==> src/rtl/morse_pkg.sv <==
// Shared types and timing ratios for the Morse key sequencer.
package morse_pkg;

    localparam int DOT_DASH_UNITS   = 2;
    localparam int LETTER_GAP_UNITS = 3;
    localparam int WORD_GAP_UNITS   = 7;

    // len is 3 bits wide, so no letter can carry more than 7 symbols
    localparam int TOKEN_BITS_MAX = 7;

    typedef enum logic [1:0] {
        IDLE,
        PRESS,
        GAP,
        SPACE_WAIT
    } state_t;

    typedef struct packed {
        logic                      space;
        logic                      err;
        logic [2:0]                len;
        logic [TOKEN_BITS_MAX-1:0] bits;
    } token_t;

endpackage

==> src/rtl/morse_token_reg.sv <==
// Single-entry valid/ready holding register; a load that finds it full is dropped
// and flagged with a one-cycle overrun pulse.
module morse_token_reg
    import morse_pkg::*;
#(
    parameter type T = token_t
) (
    input  logic clk,
    input  logic rst_n,
    input  logic clr,
    input  logic load,
    input  T     din,
    input  logic ready,
    output logic valid,
    output T     dout,
    output logic overrun
);

    always_ff @(posedge clk or negedge rst_n) begin
        if (!rst_n) begin
            valid   <= 1'b0;
            dout    <= '0;
            overrun <= 1'b0;
        end else begin
            overrun <= 1'b0;
            if (clr) begin
                valid <= 1'b0;
                dout  <= '0;
            end else if (load) begin
                // an accept in the same cycle frees the slot for the new token
                if (!valid || ready) begin
                    valid <= 1'b1;
                    dout  <= din;
                end else begin
                    overrun <= 1'b1;
                end
            end else if (valid && ready) begin
                valid <= 1'b0;
            end
        end
    end

endmodule

==> src/rtl/morse_key_sequencer.sv <==
// Turns a debounced key level into dot/dash letters and word-space tokens
// using press and gap durations measured in Morse units.
module morse_key_sequencer
    import morse_pkg::*;
#(
    parameter int UNIT_CYCLES = 25_000_000,
    parameter int MAX_SYMS    = 5,
    parameter int CNT_W       = 32
) (
    input  logic                clk,
    input  logic                rst_n,
    input  logic                key,
    input  logic                clr,
    output logic                code_valid,
    input  logic                code_ready,
    output logic [MAX_SYMS-1:0] code_bits,
    output logic [2:0]          code_len,
    output logic                code_space,
    output logic                code_err,
    output logic                overrun
);

    typedef struct packed {
        logic                space;
        logic                err;
        logic [2:0]          len;
        logic [MAX_SYMS-1:0] bits;
    } sym_token_t;

    localparam logic [CNT_W-1:0] DASH_TH   = CNT_W'(DOT_DASH_UNITS * UNIT_CYCLES);
    localparam logic [CNT_W-1:0] LETTER_TH = CNT_W'(LETTER_GAP_UNITS * UNIT_CYCLES);
    localparam logic [CNT_W-1:0] WORD_TH   = CNT_W'(WORD_GAP_UNITS * UNIT_CYCLES);
    localparam logic [CNT_W-1:0] CNT_ONE   = CNT_W'(1);
    localparam logic [2:0]       SYMS_FULL = 3'(MAX_SYMS);

    state_t              state, state_n;
    logic                key_q;
    logic [CNT_W-1:0]    dur_cnt, dur_n, dur_inc;
    logic [2:0]          sym_cnt, sym_n;
    logic [MAX_SYMS-1:0] bits, bits_n;
    logic                err_flag, err_n;
    logic                rise, fall;
    logic                emit;
    sym_token_t          emit_tok, tok_q;

    assign rise    = key & ~key_q;
    assign fall    = ~key & key_q;
    // the word-gap threshold doubles as the saturation ceiling
    assign dur_inc = (dur_cnt >= WORD_TH) ? dur_cnt : dur_cnt + CNT_ONE;

    always_ff @(posedge clk or negedge rst_n) begin
        if (!rst_n) begin
            state    <= IDLE;
            key_q    <= 1'b0;
            dur_cnt  <= '0;
            sym_cnt  <= '0;
            bits     <= '0;
            err_flag <= 1'b0;
        end else begin
            key_q <= key;
            if (clr) begin
                state    <= IDLE;
                dur_cnt  <= '0;
                sym_cnt  <= '0;
                bits     <= '0;
                err_flag <= 1'b0;
            end else begin
                state    <= state_n;
                dur_cnt  <= dur_n;
                sym_cnt  <= sym_n;
                bits     <= bits_n;
                err_flag <= err_n;
            end
        end
    end

    always_comb begin
        state_n  = state;
        dur_n    = dur_cnt;
        sym_n    = sym_cnt;
        bits_n   = bits;
        err_n    = err_flag;
        emit     = 1'b0;
        emit_tok = '0;
        case (state)
            IDLE: begin
                dur_n = '0;
                if (rise) begin
                    state_n = PRESS;
                    dur_n   = CNT_ONE;
                end
            end
            PRESS: begin
                if (fall) begin
                    if (sym_cnt == SYMS_FULL) begin
                        err_n = 1'b1;
                    end else begin
                        bits_n[sym_cnt] = (dur_cnt >= DASH_TH);
                        sym_n           = sym_cnt + 3'd1;
                    end
                    state_n = GAP;
                    dur_n   = CNT_ONE;
                end else begin
                    dur_n = dur_inc;
                end
            end
            GAP: begin
                // the letter is closed before a coincident rise starts the next one
                if (dur_cnt >= LETTER_TH) begin
                    emit          = 1'b1;
                    emit_tok.bits = bits;
                    emit_tok.len  = sym_cnt;
                    emit_tok.err  = err_flag;
                    sym_n         = '0;
                    bits_n        = '0;
                    err_n         = 1'b0;
                    state_n       = rise ? PRESS : SPACE_WAIT;
                    dur_n         = rise ? CNT_ONE : dur_inc;
                end else if (rise) begin
                    state_n = PRESS;
                    dur_n   = CNT_ONE;
                end else begin
                    dur_n = dur_inc;
                end
            end
            SPACE_WAIT: begin
                if (dur_cnt >= WORD_TH) begin
                    emit           = 1'b1;
                    emit_tok.space = 1'b1;
                    state_n        = rise ? PRESS : IDLE;
                    dur_n          = rise ? CNT_ONE : '0;
                end else if (rise) begin
                    state_n = PRESS;
                    dur_n   = CNT_ONE;
                end else begin
                    dur_n = dur_inc;
                end
            end
            default: begin
                state_n = IDLE;
                dur_n   = '0;
            end
        endcase
    end

    morse_token_reg #(
        .T(sym_token_t)
    ) u_token_reg (
        .clk     (clk),
        .rst_n   (rst_n),
        .clr     (clr),
        .load    (emit),
        .din     (emit_tok),
        .ready   (code_ready),
        .valid   (code_valid),
        .dout    (tok_q),
        .overrun (overrun)
    );

    assign code_bits  = tok_q.bits;
    assign code_len   = tok_q.len;
    assign code_space = tok_q.space;
    assign code_err   = tok_q.err;

endmodule

==> config.mk <==
export PLATFORM = sky130hd
export DESIGN_NAME = morse_key_sequencer
export DESIGN_NICKNAME = d
export VERILOG_FILES = /design/src/rtl/morse_pkg.sv /design/src/rtl/morse_token_reg.sv /design/src/rtl/morse_key_sequencer.sv
export SDC_FILE = /design/constraint.sdc
export NUM_CORES = 1
export LEC_CHECK = 0
export CORE_ASPECT_RATIO = 0.5
export CORE_MARGIN = 4
export CORE_UTILIZATION = 50
export CTS_CLUSTER_SIZE = 10
export DETAILED_ROUTE_END_ITERATION = 10
export PLACE_DENSITY = 0.68
export RECOVER_POWER = 50
export SYNTH_ARGS = -nofsm -noshare
export SYNTH_HDL_FRONTEND = slang
export SYNTH_SLANG_ARGS = --single-unit
==> constraint.sdc <==
create_clock -name clk -period 3 [get_ports clk]
set_clock_uncertainty 0.1 [all_clocks]
set_input_delay 0.75 -clock clk [delete_from_list [all_inputs] [get_ports clk]]
set_output_delay 0.75 -clock clk [all_outputs]
set_load 0.05 [all_outputs]
==> results_dict.tcl <==
set metrics [dict create \
    status "finished, final reports clean" \
    synth_top_area_share_pct 43.75 \
    rsz0062_at_grt "false" \
    holdWs_ps 399.2 \
    die_w_um 121.2 \
    clock_path_buffers 2 \
    p_leak_nw 1.438 \
    hold_path_end "dur_cnt[30]" \
    overflow 0 \
    dp_cells 447 \
    fp.dieH_um 64.60 \
    setup-violations-final 0 \
    wirelength_um 7142 \
    fin_ws_ps 291.6 \
    ant_nets 0 \
    tns_ps 0 \
    hold_class "reg2reg" \
    cts_root_buf "clkbuf_16" \
    design_area_mm2 0.003563 \
    antenna_found_initial 0 \
    initial_core_util_pct 52.24 \
    synth_cell_type_count 57 \
    worstReg2RegStart "dur_cnt[29]" \
    holdBufCountCts 0 \
    fp-row-count 20 \
    synthFlopType "dfrtp_1" \
    async_flop_share_pct 100.0 \
    post-place-ws_ps 101.1 \
    fp.coreArea_mm2 0.006131 \
    ff2ff_path_depth 7 \
    synth-seq-cells 56 \
    seqPwrFrac_pct 53.4 \
    worst_slew_pin_slew_ps 1394 \
    io_pins 17 \
    htree_levels 2 \
    irDropWorstVdd_mv 0.2514 \
    grt_pass1_wl_um 12290 \
    register_area_mm2 0.001401 \
    crit_fanout 7 \
    grt_max_degree 57 \
    synth-seq-area-share_pct 43.75 \
    synth_area_leaders "dfrtp_1 44%, nand3_1 6.3%, xor2_1 5.5%" \
    max_freq_ghz 0.3692 \
    grt_util_all_layers_pct 19.58 \
    cts_tree "built" \
    mostFrequentLayoutCell "dfrtp_1" \
    fin_crit_ps 2708 \
    clkTransAtPathRegs_ps 80 \
    arrival_ps 2810 \
    final_util_pct 58.12 \
    r2r-end "dur_cnt[27]" \
    cts_buffers 5 \
    wl_per_cell_um 15.70 \
    antennaDiodeCount 0 \
    cts.sink_count 56 \
    num_vias 2660 \
    multi_input_area_mm2 0.001648 \
    yosys_warnings 0 \
    avgSynthCellArea_um2 8.873 \
    first_pass_iters 5 \
    synth_fp_nets 370 \
    placed_cell_area_mm2 0.003416 \
    cts_resized 0 \
    worst-setup-path-type "in2reg" \
    first_iter_violations 230 \
    synthToLayoutAreaGrowth_pct 11.25 \
    synth_edf_count 0 \
    fin_crit_sh_pct 90.28 \
    synth_cells 361 \
    pwr-share-comb_pct 5.6 \
    die_area_mm2 0.007828 \
    p_sw_mw 0.3677 \
    synth_area_mm2 0.003203 \
    worstHoldStart "dur_cnt[30]" \
    final_nets 375 \
    grt_pass1_vias 2646 \
    hpwl_um 4939 \
    slew_violations 0 \
    fill_cells 534 \
    slew_headroom_pct 7.082 \
    finalHoldViolCount 0 \
    postCtsSetupBuffers 0 \
    cap_violations 0 \
    drc 0 \
    critPathLaunchType "primary input" \
    intPower_mw 1.110 \
    fin_cells 455 \
    viasPerCell 5.846 \
    layout_common_cells "56 x dfrtp_1, 43 x nor2_1, 40 x nand3_1" \
    pwr-share-clk_pct 40.9 \
    synth_area_leader_cell "dfrtp_1" \
    port_buffers 16 \
    crit_required_ps 3100 \
    drive_above_1_share_pct 6.540 \
    gp_congestion 0.9264 \
    hold_depth 2 \
    power_density_mw_per_mm2 414.6 \
    worstSetupEndpointType "flip-flop" \
    insertion_delay_ps 300 \
    swShare_pct 24.89 \
    r2r_setup_slack_ps 410 \
    p_total_mw 1.477 \
]
kinds of logic after synthesis:
| group | share of synthesized area, % |
|---|---|
| AOI/OAI and AO/OA | 14.84 |
| xor gates and xnor gates | 6.016 |
| adders and majority gates | 1.563 |
| buffers and inverters | 4.805 |
| DFF | 43.75 |
| muxes | 0.3125 |
| and+or+nand+nor | 28.71 |
layer usage:
metal | global-route usage [%] | vias to the layer above | part of all wire [%] | wire length [um]
met1 | 25.79 | 1301 | 47 | 3358
met3 | 4.010 | 8 | 4.0 | 288
met4 | 7.961 | 0 | 1.2 | 87
met5 | 0 | - | 0 | 0
li1 | - | 1294 | - | -
met2 | 31.86 | 57 | 48 | 3408
worst max-delay path: stages:
cell and delay (ps):
dlygate4sd3_1 580, nand2b_1 190, or3b_2 560, nand2b_1 220, and2_1 210, o32ai_1 290
how the worst max path moves through the flow:
stage / start / to / slack (ps) / cells past startpoint
after CTS: dur_cnt[29] / dur_cnt[1] / 400 / 7
after detailed placement: key / bits[4] / 100 / 6
after global placement: key / bits[4] / 200 / 6
after floorplan: key / bits[4] / 680 / 6
after global routing: key / bits[4] / 200 / 6
final: key / bits[4] / 290 / 6
state kept, by name, summed over array words and instances (netlist names):
name                 count
u_token_reg.dout        10
u_token_reg.valid        1
err_flag                 1
sym_cnt                  3
state                    2
u_token_reg.overrun      1
dur_cnt                 32
key_q                    1
bits                     5
Yosys cell counts (2+ instances only):
| cell | instances |
|---|---|
| nor4b_1 | 2 |
| xor2_1 | 20 |
| a21oi_1 | 22 |
| o31a_1 | 3 |
| o31ai_1 | 2 |
| o21ai_0 | 10 |
| nor3_1 | 10 |
| xnor2_1 | 2 |
| nor2b_1 | 2 |
| nand4_1 | 9 |
| buf_2 | 6 |
| and3_1 | 8 |
| nand3_1 | 40 |
| inv_1 | 13 |
| nand2b_1 | 5 |
| a22oi_1 | 10 |
| nand2_1 | 24 |
| ha_1 | 4 |
| and4_1 | 2 |
| or4_1 | 2 |
| nand4_4 | 2 |
| and2_1 | 3 |
| a21o_1 | 4 |
| clkbuf_1 | 17 |
| dfrtp_1 | 56 |
| nor4_1 | 5 |
| o211ai_1 | 2 |
| a211oi_1 | 2 |
| nor2_1 | 43 |
| or3_1 | 4 |
power by group through the flow:
| stage | clock network (mW) | logic [mW] | registers (mW) |
|---|---|---|---|
| final | 0.605 | 0.0829 | 0.790 |
| after floorplan | 0 | 0.0662 | 0.786 |
| after detailed placement | 0 | 0.0839 | 0.804 |
| after CTS | 0.621 | 0.0845 | 0.789 |
| after global placement | 0 | 0.0807 | 0.803 |
| after global routing | 0.657 | 0.0935 | 0.791 |
layout make-up:
class	instances	share of cell area (%)
clock inverter	3	0.7022
clock buffer	5	3.511
multi-input combinational	267	46.24
tap	88	3.090
timing repair buffer	23	5.758
sequential	56	39.33
inverter	13	1.369
Note: power is estimated with default switching activity, not from simulation.
